## config.mk

```make
export PLATFORM = sky130hd
export DESIGN_NAME = pipe_dly_arb
export DESIGN_NICKNAME = d
export VERILOG_FILES = /design/src/rtl/pipe_dly_arb.sv
export SDC_FILE = /design/constraint.sdc
export NUM_CORES = 1
export LEC_CHECK = 0
export CORE_AREA = 2 2 92 94
export DETAILED_ROUTE_END_ITERATION = 12
export DIE_AREA = 0 0 94 96
export GPL_TIMING_DRIVEN = 0
export PLACE_DENSITY = 0.85
export SYNTH_ARGS = -nofsm -noshare
export SYNTH_HDL_FRONTEND = slang
export SYNTH_SLANG_ARGS = --single-unit
```

## constraint.sdc

```tcl
create_clock -name clk -period 10.2 [get_ports clk]
set_clock_uncertainty 0.2 [all_clocks]
set_input_delay 2.04 -clock clk [delete_from_list [all_inputs] [get_ports clk]]
set_output_delay 2.04 -clock clk [all_outputs]
set_load 0.02 [all_outputs]
```

## src/rtl/pipe_dly_arb.sv

```systemverilog
// Round-robin arbiter feeding one requester per cycle into a shared pipe of latency LAT=DLY_NUM+1, tagging responses with the requester id.
// Grant and issue are combinational in the request cycle; there is no response backpressure, and flush kills everything in flight.
module pipe_dly_arb #(
    parameter int U_DLY   = 1,
    parameter int REQ_NUM = 4,
    parameter int DATA_W  = 32,
    parameter int DLY_NUM = 2,
    localparam int LAT    = DLY_NUM + 1,
    localparam int ID_W   = $clog2(REQ_NUM),
    localparam int CNT_W  = $clog2(LAT + 1)
) (
    input  logic                      clk,
    input  logic                      rst,
    input  logic [REQ_NUM-1:0]        req_vld,
    input  logic [REQ_NUM*DATA_W-1:0] req_data,
    output logic [REQ_NUM-1:0]        req_gnt,
    input  logic                      flush,
    output logic [DATA_W-1:0]         pipe_din,
    input  logic [DATA_W-1:0]         pipe_dout,
    output logic                      rsp_vld,
    output logic [ID_W-1:0]           rsp_id,
    output logic [DATA_W-1:0]         rsp_data,
    output logic                      busy
);

    typedef enum logic [1:0] {IDLE = 2'd0, ACTIVE = 2'd1, DRAIN = 2'd2} state_t;

    state_t                   state_q, state_d;
    logic [ID_W-1:0]          ptr_q, ptr_d;
    logic [CNT_W-1:0]         outst_q, outst_d;
    logic [CNT_W-1:0]         drain_q, drain_d;
    logic [LAT-1:0]           trk_vld_q, trk_vld_d;
    logic [LAT-1:0][ID_W-1:0] trk_id_q, trk_id_d;

    logic [REQ_NUM-1:0]       gnt;
    logic [ID_W-1:0]          gnt_id;
    logic                     gnt_en;
    logic                     issue;
    logic                     retire;
    logic                     unused_dly;

    assign unused_dly = (U_DLY != 0);

    // Reset gates the grant so nothing can issue while rst is held low.
    assign gnt_en = rst && !flush && (state_q != DRAIN);

    always_comb begin
        logic [ID_W-1:0] idx;
        logic            found;
        gnt    = '0;
        gnt_id = '0;
        found  = 1'b0;
        idx    = ptr_q;
        for (int k = 0; k < REQ_NUM; k++) begin
            if (gnt_en && !found && req_vld[idx]) begin
                found    = 1'b1;
                gnt[idx] = 1'b1;
                gnt_id   = idx;
            end
            idx = (idx == ID_W'(REQ_NUM - 1)) ? '0 : idx + 1'b1;
        end
    end

    assign issue  = |gnt;
    assign retire = trk_vld_q[LAT-1];

    always_comb begin
        pipe_din = '0;
        for (int i = 0; i < REQ_NUM; i++) begin
            if (gnt[i]) begin
                pipe_din = req_data[i*DATA_W +: DATA_W];
            end
        end
    end

    always_comb begin
        ptr_d = ptr_q;
        if (issue) begin
            ptr_d = (gnt_id == ID_W'(REQ_NUM - 1)) ? '0 : gnt_id + 1'b1;
        end
    end

    // Flush empties the tracker on the same edge, so nothing issued earlier can surface.
    always_comb begin
        trk_vld_d = '0;
        trk_id_d  = '0;
        if (!flush) begin
            trk_vld_d[0] = issue;
            trk_id_d[0]  = issue ? gnt_id : '0;
            for (int s = 1; s < LAT; s++) begin
                trk_vld_d[s] = trk_vld_q[s-1];
                trk_id_d[s]  = trk_id_q[s-1];
            end
        end
    end

    always_comb begin
        state_d = state_q;
        outst_d = outst_q + CNT_W'(issue) - CNT_W'(retire);
        drain_d = drain_q;
        if (flush) begin
            state_d = DRAIN;
            outst_d = '0;
            drain_d = CNT_W'(LAT);
        end else begin
            case (state_q)
                IDLE: begin
                    if (issue) begin
                        state_d = ACTIVE;
                    end
                end
                ACTIVE: begin
                    if (outst_d == '0) begin
                        state_d = IDLE;
                    end
                end
                DRAIN: begin
                    if (drain_q <= CNT_W'(1)) begin
                        state_d = IDLE;
                        drain_d = '0;
                    end else begin
                        drain_d = drain_q - 1'b1;
                    end
                end
                default: state_d = IDLE;
            endcase
        end
    end

    always_ff @(posedge clk or negedge rst) begin
        if (!rst) begin
            state_q   <= IDLE;
            ptr_q     <= '0;
            outst_q   <= '0;
            drain_q   <= '0;
            trk_vld_q <= '0;
            trk_id_q  <= '0;
        end else begin
            state_q   <= state_d;
            ptr_q     <= ptr_d;
            outst_q   <= outst_d;
            drain_q   <= drain_d;
            trk_vld_q <= trk_vld_d;
            trk_id_q  <= trk_id_d;
        end
    end

    assign req_gnt  = gnt;
    assign rsp_vld  = trk_vld_q[LAT-1];
    assign rsp_id   = rsp_vld ? trk_id_q[LAT-1] : '0;
    assign rsp_data = rsp_vld ? pipe_dout : '0;
    assign busy     = (state_q != IDLE);

endmodule

```

; Word-level counts from Yosys, hierarchy flattened
; Index checks and enable logic that the tools add are counted.
[classes]
n_addsub = 7
multipliers = 0
div_mod_pow = 0
n_lt_le_gt_ge = 9
eq_ne = 10
shifts = 0
n_mux = 49
bitwise = 3
n_reduce_logical = 23
[ops]
columns = cell, n
row1 = 32-bit two-way mux, 5
row2 = 2-bit two-way mux, 18
row3 = 4-bit two-way mux, 4
row4 = 1-bit logical AND, 13
row5 = 2-bit by 3-bit < comparator with 1-bit output (second input constant), 4
row6 = 4-bit bitwise OR, 3
row7 = 1-bit two-way mux, 11
row8 = 2-bit == test (second input constant), 5
row9 = 3-bit != test (second input constant), 3
row10 = 2-bit by 1-bit adder with 2-bit output (second input constant), 4
row11 = 1-bit binary-select mux with 2-bit select, 4
row12 = 1-bit demux with 2-bit select, 4
row13 = 2-bit by 1-bit greater-or-equal comparator with 1-bit output (second input constant), 4
row14 = 6-bit two-way mux, 1
row15 = 2-bit case mux with 3 select lines, 1
row16 = 1-bit logical NOT, 4
row17 = 2-bit logical NOT, 2
row18 = 2-bit nonzero test, 2
row19 = 4-bit OR reduction, 1
row20 = 3-bit two-way mux, 1
row21 = 3-bit AND reduction, 1
row22 = 2-bit by 1-bit adder with 2-bit output, 1
row23 = 2-bit by 1-bit == test with 1-bit output (second input constant), 1
row24 = 2-bit by 1-bit less-or-equal comparator with 1-bit output (second input constant), 1
row25 = 3 further kinds, 3
[totals]
register_bits = 17
latch_bits = 0
mem_bits_rw = 0
rom_bits = 0
inputBits = 167
out_inout_bits = 72
elab_cells = 109
mem_count = 0

; Depth between registers and ports, before layout
; Gate-level depths: netlist of the first run.
[logic_depth]
word_depth = 24
ltp_mapped = 14
mapped_depth_nobuf = 12

; Least setup slack after synthesis of the first run
; Ideal clock, no wire load.
[synth_path]
path_type = input to output
from = in req_vld[2]
to = out pipe_din[0]
arrival_time_ns = 4.096
t_required_ns = 7.960
slack_ns = 3.864
cell_stages = 6
n_path_buf = 1
path_cell_list = mux4_2 or3_4 o22ai_1 nand2_1 buf_2 o221a_1
[synth_via]
elab_cells_between_ends = 32
classes_between = mux (19) / bitwise (3) / reduce/logical (10)
[synth_rtl]
columns = element, line_no
row1 = start: declaration, 14  ; input logic [REQ_NUM-1:0] req_vld,
row2 = 1-bit binary-select mux with 2-bit select, 55  ; if (gnt_en && !found && req_vld[idx]) begin
row3 = 1-bit two-way mux (implied by the code), 55
row4 = 1-bit logical AND, 55
row5 = 1-bit two-way mux, 55
row6 = 1-bit logical NOT, 55
row7 = 1-bit logical AND (2 in a row), 55
row8 = 1-bit two-way mux, 55
row9 = 1-bit logical NOT, 55
row10 = 1-bit logical AND (2 in a row), 55
row11 = 1-bit two-way mux, 55
row12 = 1-bit logical NOT, 55
row13 = 1-bit logical AND (2 in a row), 55
row14 = 4-bit two-way mux *, 55
row15 = named net req_gnt[2], 16  ; output logic [REQ_NUM-1:0] req_gnt,
row16 = 32-bit two-way mux * (2 in a row), 70  ; if (gnt[i]) begin
row17 = end: declaration, 18  ; output logic [DATA_W-1:0] pipe_din,
; Mark *: on every way through the listed nets, which the timed path passes. The rest lies on a longest branch. The select of a mux whose other input is x is not followed.

; Worst setup path after layout of the first run
[layout_path]
from = in rst
to = out pipe_din[27]
[layout_via]
elab_chain_len = 20
elab_cells_between_ends = 26
classes_between = mux (11) / bitwise (3) / reduce/logical (12)
[layout_rtl]
columns = element, line_no
row1 = start: declaration, 13  ; input logic rst,
row2 = 1-bit logical AND * (2 in a row), 45  ; assign gnt_en = rst && !flush && (state_q != DRAIN);
row3 = 1-bit logical AND, 55
row4 = 1-bit two-way mux, 55
row5 = 1-bit logical NOT, 55
row6 = 1-bit logical AND (2 in a row), 55
row7 = 1-bit two-way mux, 55
row8 = 1-bit logical NOT, 55
row9 = 1-bit logical AND (2 in a row), 55
row10 = 1-bit two-way mux, 55
row11 = 1-bit logical NOT, 55
row12 = 1-bit logical AND (2 in a row), 55
row13 = 4-bit two-way mux *, 55
row14 = 32-bit two-way mux (3 in a row), 70
row15 = 32-bit two-way mux *, 70
; Mark *: on every way between the ends. The rest lies on a longest branch, timed or not.

==> flow_summary.ini, run 1 <==
[status]
status = finished, final reports clean

[timing]
finalMaxSlewViolations = 0
grt_setup_unrepaired = no
maxSlewHeadroom_pct = 47.2
fin_ws_ps = 2350
finalSetupViolations = 0
tightest_slew_ps = 789
hold_slack_ps = 270
finalSetupTns_ps = 0
hold_violations = 0
fmax_mhz = 127
fin_crit_ps = 7850
finalCritPeriodShare_pct = 77.0

[worst_setup_path]
cp-start-kind = input port
end_kind = primary output
required_ps = 7960
worst-endpoint-arrival_ps = 5610
path_common_cell = clkdlybuf4s50_1
crit_path_max_incr_delay_ps = 980
critical_path_class = input port to primary output
cp_slowest_cell = clkdlybuf4s50_1
path_cells = clkdlybuf4s50_1, nand3b_2, or3_4, a21oi_2, clkbuf_1, o21ai_0, o311ai_1, o221a_1, clkdlybuf4s50_1
cp_max_fo = 18

[layout]
final_common_cell = clkdlybuf4s50_1
finish.instance_area_sq_um = 5210
fin_cells = 675
utilization_pct = 64.7
final_cell_mix = 238 x clkdlybuf4s50_1, 43 x inv_1, 35 x and2_1, 34 x o21ai_0, 27 x o311ai_1
diodes = 0
seq_area_sq_um = 425
multiInputGateArea_sq_um = 1880
filler_cell_count = 673
final_nets = 747
syn_to_final_growth_pct = 96.6
drive_above_1_share_pct = 9.65

[yosys]
synthAdderAreaFrac_pct = 4.25
synth_top_family_by_area = compound AO/OA/AOI/OAI gates
netlist_area_sq_um = 2650
avgSynthCellArea_sq_um = 8.07
yosys-top-cells-area = dfrtp_1 16%, o311ai_1 8.9%, and2_1 8.3%
synth_compound_area_share_pct = 40.9
synth-xor-area-share_pct = 1.32
ys_seq_area_share_pct = 16.1
ys_async_sr_fraction_pct = 100
synth_area_leader_cell = dfrtp_1
synth-edff-count = 0
yosys-mux-area-fraction_pct = 7.04
synth_cell_type_count = 49
yosys.area.top_type_share_pct = 16.1
yosysWarnings = 0
synthSimpleGateAreaFrac_pct = 17.6
netlist_instances = 328
ys_ff_latch = 17
synth-main-ff-cell = dfrtp_1
syn-num-nets = 504

[route]
totalWireLength_um = 11500
avgRoutedWirePerCell_um = 17.0
dr.pass1.iters = 4
via_count = 3643
drt_iter0_drc = 107
drc = 0
postRouteAntennaNets = 0
via_per_inst = 5.40

[min_path]
hold_path_class = flop to flop

[cts]
h-tree-depth = 1
post_cts_resized = 0
postCtsHoldBufs = 0
cts_buffer_depth = 2
clkTransAtPathRegs_ps = 60
cts_sinks = 17
cts_root_buf = clkbuf_8
post_cts_buffers = 0
cts_made_buffers = 3
clk_latency_ps = 250
cts_tree = done

[die]
die_h_um = 96
dieArea_sq_um = 9020
rows = 33
fp.dieW_um = 94
core_sq_um = 8050
start_util_pct = 32.9
io_pins = 239

[global_routing]
grt_max_degree = 19
grt_pass1_vias = 3475
grt_usage_pct = 23.1
antenna_found_initial = 1
grt_pass1_wl_um = 16600
grt-ovfl-total = 0

[pwr]
cellLeakagePower_nw = 2.08
peakVddDrop_uv = 54.0
power_mw = 0.496
powerDensity_nw_per_um2 = 95.2

[placed_design]
hpwlAfterDp_um = 9580
numPortBuffers = 238
place.gp.congestion = 0.865
post-place-ws_ps = 2330
placed_cell_area_sq_um = 5160
dpl.cell_count = 671

[run]
cap_violations = 0
## area by class of cell
class	count	area share, %
Timing Repair Buffer	238	45.8
Multi-Input combinational cell	237	36.2
Sequential cell	17	8.17
Buffer	31	3.41
Inverter	43	3.10
Tap cell	105	2.52
Clock buffer	4	0.865
## state kept, by name, indices dropped and copies added (netlist names)
signal,cells
trk_id_q,6
trk_vld_q,3
drain_q,2
outst_q,2
ptr_q,2
state_q,2
## cell usage after synthesis, drive strengths merged (3+ instances only)
cell and instances:
or2 4, inv 43, a21oi 9, mux2 6, and2 35, nand2b 3, nand2 9, clkbuf 17
o311ai 32, o21ai 35, nor2 15, dfrtp 17, xnor2 3, nor2b 9, ha 9, o221a 32
buf 14, mux2i 7
## worst max-delay path, delay by kind of cell
| family | cells | cell delay, ps |
|---|---|---|
| AOI/OAI and AO/OA | 4 | 740 |
| buffers and inverters | 3 | 1970 |
| and+or+nand+nor | 2 | 850 |
## layer usage
| layer | share of wire (%) | global-route usage [%] | wire, um |
|---|---|---|---|
| met5 | 0.10 | 0 | 12 |
| met4 | 2.9 | 6.88 | 338 |
| met3 | 10 | 7.99 | 1160 |
| met2 | 52 | 43.2 | 5930 |
| met1 | 35 | 24.5 | 4060 |
## final timing paths
path / from / endpoint / slack (ps) / cells past startpoint
worst max-delay path: rst / pipe_din[27] / 2350 / 9
worst min-delay path: trk_id_q[3] / trk_id_q[5] / 270 / 1
worst max register to register: ptr_q[0] / state_q[0] / 5820 / 13
worst min register to register: trk_id_q[3] / trk_id_q[5] / 270 / 1
max in group asynchronous: rst / outst_q[0] / 7260 / 1
min in group asynchronous: rst / trk_vld_q[2] / 2050 / 1
## logic make-up (layout without fill, tap and decap cells)
group                      Yosys count  after routing
AOI/OAI and AO/OA                  127            127
xor gates and xnor gates             4              4
adders and majority gates            9              9
buffers and inverters               74            316
DFF                                 17             17
muxes                               15             15
and+or+nand+nor                     82             82
## where the power goes
part / switching [mW] / internal, mW / total (mW)
clock network: 0.0224 / 0.0277 / 0.0502
registers: 0.0103 / 0.0736 / 0.0839
logic: 0.173 / 0.188 / 0.362
No activity file was read; power rests on OpenSTA's default activity.
==> run 2, diff against run 1 <==
==> config.mk (replaced) <==
export PLATFORM = sky130hd
export DESIGN_NAME = pipe_dly_arb
export DESIGN_NICKNAME = d
export VERILOG_FILES = /design/src/rtl/pipe_dly_arb.sv
export SDC_FILE = /design/constraint.sdc
export NUM_CORES = 1
export LEC_CHECK = 0
export CORE_MARGIN = 1.5
export CORE_UTILIZATION = 32
export DETAILED_ROUTE_END_ITERATION = 12
export GPL_TIMING_DRIVEN = 0
export PLACE_DENSITY = 0.83
export SYNTH_ARGS = -nofsm -noshare
export SYNTH_HDL_FRONTEND = slang
export SYNTH_SLANG_ARGS = --single-unit
==> constraint.sdc (replaced) <==
create_clock -name clk -period 8.15 [get_ports clk]
set_clock_uncertainty 0.2 [all_clocks]
set_input_delay 1.63 -clock clk [delete_from_list [all_inputs] [get_ports clk]]
set_output_delay 1.63 -clock clk [all_outputs]
set_load 0.02 [all_outputs]
==> flow_summary.ini, run 2 (synthesis gave the netlist of run 1 again) <==
[layout]
finish.instance_area_sq_um = 5200
max_flop_register = trk_id_q
final_common_cell = clkdlybuf4s50_1
syn_to_final_growth_pct = 96.6
largest_register_ffs = 6
diodes = 0
filler_cell_count = 657
top_regs = trk_id_q x6, trk_vld_q x3
drive_above_1_share_pct = 9.82
final_nets = 747
final_cell_mix = 238 x clkdlybuf4s50_1, 43 x inv_1, 35 x and2_1, 34 x o21ai_0, 27 x o311ai_1

[min_path]
worstHoldStart = trk_vld_q[1]
holdPathStages = 1
hold_path_class = flop to flop
hold_end = trk_vld_q[2]

[worst_setup_path]
critical_path_class = input port to primary output
required_ps = 6320
r2r_cells = 13
cp-start-kind = input port
cp-startpoint = rst
path_cells = clkdlybuf4s50_1, nand3b_2, or3_4, a21oi_2, clkbuf_1, o21ai_0, o311ai_1, o221a_1, clkdlybuf4s50_1
crit_path_max_incr_delay_ps = 970
path_common_cell = clkdlybuf4s50_1
end_kind = primary output
cp.depth = 9
worst-endpoint-arrival_ps = 5230
rr_startpoint = ptr_q[0]
regToRegSetupSlack_ps = 3740
cp_top_family = buffers and inverters
cp_slowest_cell = clkdlybuf4s50_1
cp_max_fo = 18
worst-path-buf-inv = 3
rr_endpoint = state_q[0]

[global_routing]
grt_pass1_wl_um = 17200
grt_max_degree = 19
antenna_found_initial = 0
grt_pass1_vias = 3494
grt_usage_pct = 24.4
grt-ovfl-total = 0

[placed_design]
placed_cell_area_sq_um = 5160
place.gp.congestion = 0.871
numPortBuffers = 238
hpwlAfterDp_um = 9470

[die]
start_util_pct = 33.6
dieArea_sq_um = 8830
fp.dieW_um = 94.0
die_h_um = 94.0
io_pins = 239
rows = 32
core_sq_um = 7890

[pwr]
cellLeakagePower_nw = 2.09
peakVddDrop_uv = 67.8
power_mw = 0.617
powerDensity_nw_per_um2 = 118

[timing]
hold_slack_ps = 254
tightest_slew_ps = 765
finalMaxSlewViolations = 0
finalCritPeriodShare_pct = 86.6
finalSetupTns_ps = 0
finalSetupViolations = 0
maxSlewHeadroom_pct = 48.8
fin_crit_ps = 7060
hold_violations = 0
fmax_mhz = 142
grt_setup_unrepaired = no

[route]
via_per_inst = 5.31
avgRoutedWirePerCell_um = 16.9
dr.pass1.iters = 4
postRouteAntennaNets = 0
drt_iter0_drc = 171
via_count = 3571
totalWireLength_um = 11400
drc = 0

[cts]
clk_latency_ps = 250
cts_buffer_depth = 2
clkTransAtPathRegs_ps = 60
h-tree-depth = 1
cts_sinks = 17
cts_tree = done
cts_root_buf = clkbuf_8
postCtsHoldBufs = 0
cts_made_buffers = 3
post_cts_buffers = 0
post_cts_resized = 0

[run]
cap_violations = 0

[status]
status = finished, final reports clean
run 2: final cells by class:
cell class	count	area [sq um]	share of cell area, %
Tap cell	102	128	2.45
Buffer	31	178	3.41
Sequential cell	17	425	8.18
Clock buffer	3	41.3	0.793
Inverter	43	161	3.10
Timing Repair Buffer	238	2380	45.8
Clock inverter	1	5.00	0.0962
Multi-Input combinational cell	237	1880	36.2
run 2: worst max path at each step:
stage                   end
5_1_grt        pipe_din[11]
6_report       pipe_din[11]
2_1_floorplan   pipe_din[0]
3_5_place_dp   pipe_din[11]
3_3_place_gp   pipe_din[11]
4_1_cts        pipe_din[11]
run 2: power by group:
group	internal [mW]	switching [mW]	leakage, nW
Combinational	0.236	0.217	1.84
Clock	0.0338	0.0264	0.0255
Sequential	0.0921	0.0116	0.223
Total	0.362	0.255	2.09
run 2: layer usage:
metal	part of all wire, %	routed length (um)	up-vias	track usage (%)
met4	2.4	270	0	5.47
li1	-	-	1708	-
met1	38	4320	1632	28.4
met3	8.6	973	22	6.07
met2	51	5790	209	44.5
met5	0	0	-	0
run 2: per-stage QoR:
step	utilization [%]	std cells	worst slack [ps]
2_1_floorplan	-	328	2630
3_3_place_gp	65.4	668	1100
3_5_place_dp	65.4	668	1030
4_1_cts	66.0	672	1030
5_1_grt	66.0	672	741
6_report	66.0	672	1090
==> run 3, diff against run 2 <==
--- a/config.mk
+++ b/config.mk
@@ -8,6 +8,7 @@
 export CORE_MARGIN = 1.5
 export CORE_UTILIZATION = 32
 export DETAILED_ROUTE_END_ITERATION = 12
+export GPL_ROUTABILITY_DRIVEN = 0
 export GPL_TIMING_DRIVEN = 0
 export PLACE_DENSITY = 0.83
 export SYNTH_ARGS = -nofsm -noshare
==> constraint.sdc (replaced) <==
create_clock -name clk -period 6.8 [get_ports clk]
set_clock_uncertainty 0.2 [all_clocks]
set_input_delay 1.36 -clock clk [delete_from_list [all_inputs] [get_ports clk]]
set_output_delay 1.36 -clock clk [all_outputs]
set_load 0.02 [all_outputs]
==> flow_summary.ini, run 3 (synthesis gave the netlist of run 1 again) <==
[route]
avgRoutedWirePerCell_um = 16.7
postRouteAntennaNets = 0
wl_met3_um = 1010
drc = 0
totalWireLength_um = 11200
wl_met1_um = 4210
via_count = 3529
wl_met2_um = 5750
drt_iter0_drc = 147
highest_layer = met4
via_per_inst = 5.25
dr.pass1.iters = 4

[cts]
cts_buffer_depth = 2
cts_tree = done
postCtsHoldBufs = 0
h-tree-depth = 1
cts_sinks = 17
cts_made_buffers = 3
cts_root_buf = clkbuf_8
clkTransAtPathRegs_ps = 60
clk_latency_ps = 250
post_cts_resized = 0
post_cts_buffers = 0

[min_path]
worstHoldStart = trk_vld_q[1]
hold_path_class = flop to flop
holdPathStages = 1
hold_end = trk_vld_q[2]

[pwr]
clkPwrFrac_pct = 9.7
powerDensity_nw_per_um2 = 141
switchingPower_mw = 0.303
cellLeakagePower_nw = 2.10
power_frac_seq_pct = 16.9
sw_frac_of_total_pct = 41.2
peakVddDrop_uv = 73.6
cell_internal_pwr_mw = 0.433
combinationalPowerShare_pct = 73.4

[layout]
final_common_cell = clkdlybuf4s50_1
final_cell_mix = 237 x clkdlybuf4s50_1, 43 x inv_1, 35 x and2_1, 34 x o21ai_0, 27 x o311ai_1
final_nets = 747
max_flop_register = trk_id_q
syn_to_final_growth_pct = 96.6
top_regs = trk_id_q x6, trk_vld_q x3
finish.instance_area_sq_um = 5210
diodes = 0
filler_cell_count = 662
drive_above_1_share_pct = 9.82
largest_register_ffs = 6

[die]
io_pins = 239
fp.dieW_um = 94.0
core_sq_um = 7890
die_h_um = 94.0
dieArea_sq_um = 8830
start_util_pct = 33.6
rows = 32

[worst_setup_path]
required_ps = 5240
end_kind = primary output
cp-startpoint = req_vld[3]
r2r_cells = 13
rr_startpoint = ptr_q[0]
critical_path_class = input port to primary output
rr_endpoint = state_q[0]
worst-endpoint-arrival_ps = 4720
regToRegSetupSlack_ps = 2450
cp_max_fo = 10
cp-start-kind = input port

[timing]
grt_setup_unrepaired = no
finalSetupViolations = 0
finalSetupTns_ps = 0
hold_violations = 0
finalMaxSlewViolations = 0
fmax_mhz = 159
fin_crit_ps = 6280
maxSlewHeadroom_pct = 48.3
finalCritPeriodShare_pct = 92.3
tightest_slew_ps = 775

[placed_design]
hpwlAfterDp_um = 9490
placed_cell_area_sq_um = 5160
numPortBuffers = 238

[global_routing]
grt_max_degree = 19
grt_usage_pct = 23.9
grt_pass1_wl_um = 16900
antenna_found_initial = 0
grt-ovfl-total = 0
grt_pass1_vias = 3514

[status]
status = finished, final reports clean

[run]
cap_violations = 0
==> run 3: area by class of cell <==
| type | instances | area, sq um | share of cell area, % |
|---|---|---|---|
| buffer | 31 | 178 | 3.41 |
| clock inverter | 1 | 5.00 | 0.0961 |
| tap | 102 | 128 | 2.45 |
| timing repair buffer | 238 | 2380 | 45.8 |
| multi-input combinational | 237 | 1880 | 36.2 |
| sequential | 17 | 425 | 8.17 |
| inverter | 43 | 161 | 3.10 |
| clock buffer | 3 | 41.3 | 0.793 |
==> run 3: critical path, stage by stage <==
cell and delay (ps):
clkdlybuf4s50_1 470, mux4_2 540, buf_6 170, a221oi_4 220, nor3_1 170, or2_1 270
buf_6 140, buf_6 130, o311ai_1 400, o221a_1 240, clkdlybuf4s50_1 600
==> run 3: how the worst max path moves through the flow <==
stage	end	slack [ps]	cells past startpoint
after global routing	pipe_din[28]	310	10
after detailed placement	pipe_din[6]	280	9
after CTS	pipe_din[6]	280	9
after floorplan	pipe_din[0]	1820	6
final	pipe_din[4]	520	11
after global placement	pipe_din[11]	300	9
==> run 3: metal layers <==
layer  GRT usage, %  up-vias
met5              0        -
met4           5.85        0
met3           6.72       21
met2           45.1      194
met1           26.1     1610
li1               -     1704
==> run 3: power by group through the flow <==
stage          sequential [mW]  clock [mW]  combinational, mW
5_1_grt                  0.126      0.0797              0.584
3_5_place_dp             0.126           0              0.535
3_3_place_gp             0.125           0              0.523
4_1_cts                  0.124      0.0744              0.538
2_1_floorplan            0.123           0              0.331
6_report                 0.124      0.0715              0.540
==> run 3: stage by stage <==
| stage | cells | util, % | setup WS (ps) | hold WS, ps | power [mW] |
|---|---|---|---|---|---|
| floorplan | 328 | - | 1820 | 239 | 0.453 |
| global placement | 668 | 65.4 | 299 | 244 | 0.648 |
| detailed placement | 668 | 65.4 | 276 | 250 | 0.661 |
| CTS | 672 | 66.0 | 283 | 259 | 0.737 |
| global route | 672 | 66.0 | 305 | 291 | 0.789 |
| finish | 672 | 66.0 | 523 | 262 | 0.736 |
